**config.mk**
```make
export PLATFORM = sky130hd
export DESIGN_NAME = demux_stream_buf
export DESIGN_NICKNAME = d
export VERILOG_FILES = /design/src/rtl/demux_stream_buf.sv
export SDC_FILE = /design/constraint.sdc
export NUM_CORES = 1
export LEC_CHECK = 0
export BUFFER_PORTS_ARGS = -buffer_cell sky130_fd_sc_hd__buf_4
export CELL_PAD_IN_SITES_DETAIL_PLACEMENT = 1
export CELL_PAD_IN_SITES_GLOBAL_PLACEMENT = 2
export CORE_MARGIN = 2
export CORE_UTILIZATION = 32
export CTS_BUF_LIST = sky130_fd_sc_hd__clkbuf_16
export CTS_CLUSTER_DIAMETER = 150
export CTS_CLUSTER_SIZE = 12
export DETAILED_ROUTE_END_ITERATION = 8
export PLACE_DENSITY_LB_ADDON = 0.2
export SYNTH_ARGS = -nofsm -noshare
export SYNTH_HDL_FRONTEND = slang
export SYNTH_SLANG_ARGS = --single-unit
```
**constraint.sdc**
```tcl
create_clock -name clk -period 4.9 [get_ports clk]
set_input_delay 0.98 -clock clk [delete_from_list [all_inputs] [get_ports clk]]
set_output_delay 0.98 -clock clk [all_outputs]
set_load 0.01 [all_outputs]
```
**src/rtl/demux_stream_buf.sv**
```systemverilog
// 1:NUM_CH registered stream demultiplexer with a one-entry buffer and a
// valid/ready handshake per channel, plus unicast/broadcast routing.
module demux_stream_buf #(
    parameter int unsigned NUM_CH = 4,
    parameter int unsigned DATA_W = 8,
    parameter int unsigned SEL_W  = 2,
    parameter int unsigned CNT_W  = 8
) (
    input  logic                       clk,
    input  logic                       rst,
    input  logic                       in_valid,
    output logic                       in_ready,
    input  logic [DATA_W-1:0]          in_data,
    input  logic [SEL_W-1:0]           in_sel,
    input  logic                       in_bcast,
    output logic [NUM_CH-1:0]          out_valid,
    input  logic [NUM_CH-1:0]          out_ready,
    output logic [NUM_CH*DATA_W-1:0]   out_data,
    output logic                       sel_err,
    output logic [NUM_CH*CNT_W-1:0]    xfer_cnt
);

    // Extra bit so NUM_CH == 2**SEL_W still compares correctly.
    localparam logic [SEL_W:0] NUM_CH_SEL = (SEL_W+1)'(NUM_CH);

    logic [NUM_CH-1:0]             full_q, full_d;
    logic [NUM_CH-1:0]             drain, space, load;
    logic [NUM_CH-1:0][DATA_W-1:0] data_q, data_d;
    logic [NUM_CH-1:0][CNT_W-1:0]  cnt_q, cnt_d;
    logic                          sel_err_q, sel_err_d;
    logic                          sel_ok, sel_space, accept;

    // Handshake and routing decode
    always_comb begin
        drain     = full_q & out_ready;
        space     = ~full_q | out_ready;
        sel_ok    = ({1'b0, in_sel} < NUM_CH_SEL);
        sel_space = 1'b0;
        load      = '0;
        for (int unsigned k = 0; k < NUM_CH; k++) begin
            if (in_sel == SEL_W'(k)) sel_space = space[k];
        end
        if (rst)           in_ready = 1'b0;
        else if (in_bcast) in_ready = &space;
        else if (!sel_ok)  in_ready = 1'b1;
        else               in_ready = sel_space;
        accept = in_valid & in_ready;
        for (int unsigned k = 0; k < NUM_CH; k++) begin
            load[k] = accept & (in_bcast | (sel_ok & (in_sel == SEL_W'(k))));
        end
    end

    // Buffer, counter and error next state
    always_comb begin
        full_d    = load | (full_q & ~drain);
        data_d    = data_q;
        cnt_d     = cnt_q;
        sel_err_d = sel_err_q | (accept & ~in_bcast & ~sel_ok);
        for (int unsigned k = 0; k < NUM_CH; k++) begin
            if (load[k])  data_d[k] = in_data;
            if (drain[k]) cnt_d[k]  = cnt_q[k] + CNT_W'(1);
        end
    end

    always_ff @(posedge clk) begin
        if (rst) begin
            full_q    <= '0;
            data_q    <= '0;
            cnt_q     <= '0;
            sel_err_q <= 1'b0;
        end else begin
            full_q    <= full_d;
            data_q    <= data_d;
            cnt_q     <= cnt_d;
            sel_err_q <= sel_err_d;
        end
    end

    assign out_valid = full_q;
    assign out_data  = data_q;
    assign xfer_cnt  = cnt_q;
    assign sel_err   = sel_err_q;

endmodule
```
==> metrics, run 1 <==
Setup TNS 0 ns; vias in the first global route 2562; Max Cap Violations 0; most frequent cell after synthesis dfxtp_1; pwr dens between 300 and 400 mW/mm2; slowest stage delay, CP 0.56 ns; outcome finished, final reports clean; crit-path most repeated cell buf_4; Area Overhead vs Synth 33.7%; CP max-delay cell buf_4; Skew-Pair Late Insertion Delay 0.33 ns; cell taking the most area after synthesis dfxtp_1; Slew headroom 0.257; final global-route overflow total 0; fraction of registers with async set/reset 0; post-layout net count roughly 440; Syn Std Cell Area ~0.0029 mm2; Routability Congestion approximately 0.8; Filler Cell Count roughly 1100; WP data required between 3 and 4 ns; Starting Density 0.331; worst-path maximum fanout 69; Post-DP Area between 0.003 and 0.004 mm2; Worst Path Buf+Inv 3; Setup CP Type primary input to primary output; Inserted Diodes 0; Synth Instances roughly 330; clk root buf clkbuf_16; total CTS buffers 9; setup repair after global routing missed its margin false; Worst Max-Slew Pin Slew about 1.1 ns; CTS tree yes; commonest cells in the netlist dfxtp_1, nand3_1, nor2_1; Final Non-Filler Cells between 500 and 600; vias 2648; LEAKAGE 1.56 nW; ANT nets after route 0; maximum VDD drop between 0.15 and 0.2 mV; die width 99.2 um; fraction of layout cells with a size suffix above 1 0.261; Syn. warnings 0; pre-CTS setup slack roughly 1.6 ns; DP Cell Count between 500 and 600; post-CTS sizing 0; CTS Sinks roughly 70; Worst-path clk slew 0.05 ns; Die Y approximately 99 um; Fmax 307 MHz; Max Root-Sink Buffers 2; syn_nets roughly 360; sequential share of the synthesized area 0.469; worst setup margin ~1.6 ns; Final Setup Violations 0; WL/cell 15.4 um; core footprint approximately 0.0088 mm2; wirelength, routed slightly above 8000 um; initial antenna violation count 0; Final Skew roughly 0.0071 ns; final count of hold timing violations 0; overall power about 1.3 mW; synthesized flop and latch total 68; H-tree levels 3; Mean Syn Cell Area 8.72 um2; first-pass GRT wire length ~13000 um; total track usage 0.168; Hold-fix buffers, CTS 0; CP Cell Sequence buf_4, a21oi_2, nand3_1, buf_4, nor3_1, buf_4; FF-to-FF setup slack 2.78 ns; Pre-Repair DR Iteration Count 4; critical path's top delay family buffers and inverters; # DRC 0; final hold slack 0.482 ns; synth unique cells 39; 1st-iter DRT viols 68; num rows 34; final worst-path cycle share 0.665; Worst Hold Class flop to flop; port bufs between 80 and 90; die area 0.00985 mm2; largest net degree at the start of global routing 70; Post-synth EDFFs 0; DP Wirelength between 5000 and 6000 um; Final Cell Area 0.00388 mm2; Tmin final 3.26 ns; via count normalized by instance count around 5.0; critical path startpoint category primary input; main flop type after synthesis dfxtp_1; utilization after layout 0.443; Critical Path Sink Type primary output; Post-CTS Setup Inserts 0; Worst EP arrival about 2.3 ns; pins over their slew limit 0; IO Count 88; top-area cell type share of the netlist area 0.469; Area contributors post-synth dfxtp_1, nand3_1, a21oi_1
## layer usage
metal | vias up | track usage | wire (um)
li1 | 1306 | - | -
met1 | 1262 | 0.238 | 3800
met2 | 72 | 0.253 | 3710
met3 | 8 | 0.0422 | 475
met4 | 0 | 0.0474 | 103
met5 | - | 0 | 0
## registers in the layout (all words and copies together), names as in the netlist
name       cells
out_data      32
xfer_cnt      32
out_valid      4
## worst register-to-register path, stage by stage, from the launching register on
cell	delay (ns)
dfxtp_1	0.37
or2b_4	0.27
a21boi_4	0.10
nor3_2	0.91
mux2i_1	0.28
nor2_1	0.05
## where the power goes
part,total [mW],switching [mW],internal [mW]
sequential,0.578,0.0109,0.567
combinational,0.118,0.0713,0.0470
clock,0.618,0.232,0.386
## worst paths after layout
kind	cells past startpoint	startpoint	to
max	6	rst	in_ready
min	2	out_data[5]	out_data[5]
max reg2reg	5	out_valid[0]	out_data[8]
min reg2reg	2	out_data[5]	out_data[5]
## cell families after synthesis
group	synth area share
xor+xnor	0.0754
other cells	0.00129
fa+ha+maj	0.0172
flops	0.469
mux	0.0276
buf+inv	0.0448
simple gates	0.233
compound gates	0.131
## cells in the final DEF, fill, tap and decap left out, types with 3 or more instances in the layout
| master | instances |
|---|---|
| buf_4 | 87 |
| dfxtp_1 | 68 |
| nand3_1 | 46 |
| nor2_1 | 43 |
| a21oi_1 | 34 |
| xor2_1 | 17 |
| o21ai_0 | 17 |
| o21ai_1 | 13 |
| nand2_1 | 10 |
| inv_1 | 9 |
| clkbuf_16 | 9 |
| xnor2_1 | 8 |
| mux2i_1 | 8 |
| or3_1 | 5 |
| ha_1 | 4 |
| nand2b_1 | 3 |
| and3_1 | 3 |
| nand4_1 | 3 |
| or4_1 | 3 |
## cell type report
cell class | instances | area (um2) | area share
multi-input combinational | 239 | 1420 | 0.365
sequential | 68 | 1360 | 0.351
tap | 108 | 135 | 0.0348
clock inverter | 7 | 58.8 | 0.0152
timing repair buffer | 87 | 653 | 0.168
clock buffer | 9 | 225 | 0.0580
inverter | 8 | 30.0 | 0.00774
(Power assumes the default switching activity.)
==> run 2: changes to the inputs <==
Settings changed: CORE_UTILIZATION 32 to 26.
Clock period 4.9 ns to 2.6 ns, I/O delays scaled along.
==> metrics, run 2 (synthesized netlist as in run 1, its figures left out) <==
# DRC 0; LEAKAGE approximately 1.6 nW; H-tree levels 3; 1st-iter DRT viols around 110; ANT nets after route 0; pwr dens 626 mW/mm2; commonest non-fill, non-tap cell in the layout buf_4; die width about 110 um; Top Layer Used met4; Post-CTS Setup Inserts 0; Critical Path Sink Type primary output; via count normalized by instance count about 4.7; Starting Density 0.267; Setup TNS 0 ns; Max Cap Violations 0; Final Skew between 0.007 and 0.008 ns; metal1 wirelength 3930 um; vias ~2600; Die Y approximately 110 um; CP max-delay cell dfxtp_1; Worst Path Buf+Inv 1; Setup CP Type flop to primary output; Worst Max-Slew Pin Slew 0.984 ns; critical path's top delay family simple AND/OR/NAND/NOR gates; setup repair after global routing missed its margin false; pins over their slew limit 0; die area about 0.012 mm2; wirelength, routed ~8500 um; Final Setup Violations 0; vias in the first global route 2603; post-CTS sizing 0; Slew headroom 0.339; Inserted Diodes 0; Routability Congestion 0.767; CP Cell Sequence or2b_4, nor3_4, nor3_1, buf_4; Fmax between 400 and 500 MHz; WL/cell around 15 um; port bufs 86; clk root buf clkbuf_16; outcome finished, final reports clean; first-pass GRT wire length between 10000 and 15000 um; Filler Cell Count approximately 1300; IO Count 88; metal2 WL a little under 4000 um; num rows 38; Post-DP Area between 0.003 and 0.004 mm2; Worst-path clk slew 0.05 ns; Tmin final around 2.2 ns; initial antenna violation count 0; maximum VDD drop 0.257 mV; overall power roughly 2.5 mW; worst-path maximum fanout 7; slowest stage delay, CP 0.44 ns; utilization after layout 0.363; core footprint between 0.01 and 0.015 mm2; total CTS buffers 9; largest net degree at the start of global routing between 50 and 60; CTS tree yes; post-layout net count 440; Worst Hold Class flop to flop; critical path startpoint category flop; DP Wirelength about 6000 um; Area Overhead vs Synth 36.0%; WP data required between 2 and 2.5 ns; final count of hold timing violations 0; total track usage 0.148; final worst-path cycle share 0.839; commonest non-fill, non-tap cells in the layout buf_4, dfxtp_1, nand3_1; fraction of layout cells with a size suffix above 1 0.263; CTS Sinks 68; final global-route overflow total 0; Skew-Pair Late Insertion Delay roughly 0.33 ns; DR WL met3 between 500 and 600 um; Max Root-Sink Buffers 2; Worst EP arrival around 1.7 ns; Pre-Repair DR Iteration Count 4; Hold-fix buffers, CTS 0; Final Cell Area slightly below 0.004 mm2
run 2: area by class of cell:
cell class | instances | area, um2 | area share
clock buffers | 9 | 225 | 0.0571
clock inverters | 6 | 48.8 | 0.0124
inverters | 8 | 30.0 | 0.00761
multi-input cells | 239 | 1420 | 0.359
flip-flops and latches | 68 | 1360 | 0.345
well taps | 140 | 175 | 0.0444
repair buffers | 92 | 691 | 0.175
run 2: worst paths after layout:
kind	slack, ns	from	to	depth (start not counted)
min reg2reg	0.48	out_data[4]	out_data[4]	2
max reg2reg	0.65	out_valid[0]	out_data[1]	5
min	0.48	out_data[4]	out_data[4]	2
max	0.42	out_valid[0]	in_ready	4
run 2: metrics by stage:
| stage | hold WS (ns) | std cells | setup slack (ns) |
|---|---|---|---|
| 2_1_floorplan | 0.498 | 333 | 0.580 |
| 3_3_place_gp | 0.467 | 547 | 0.511 |
| 3_5_place_dp | 0.474 | 547 | 0.447 |
| 4_1_cts | 0.473 | 562 | 0.382 |
| 5_1_grt | 0.483 | 562 | 0.292 |
| 6_report | 0.479 | 562 | 0.418 |
run 2: per-layer routing:
layer,global-route usage,up-vias
met1,0.193,1252
met2,0.230,61
met5,0,-
li1,-,1320
met3,0.0498,8
met4,0.0488,0
run 2: worst register-to-register path: cells and delay by family (launching register included):
kind | cells | cell delay (ns)
compound gates | 2 | 0.27
simple gates | 3 | 1.23
flops | 1 | 0.37
run 2: power by group:
part	internal [mW]	leakage, nW	switching [mW]
registers	1.07	0.551	0.0198
logic	0.0940	0.893	0.136
clock network	0.720	0.140	0.432
total	1.88	1.58	0.588
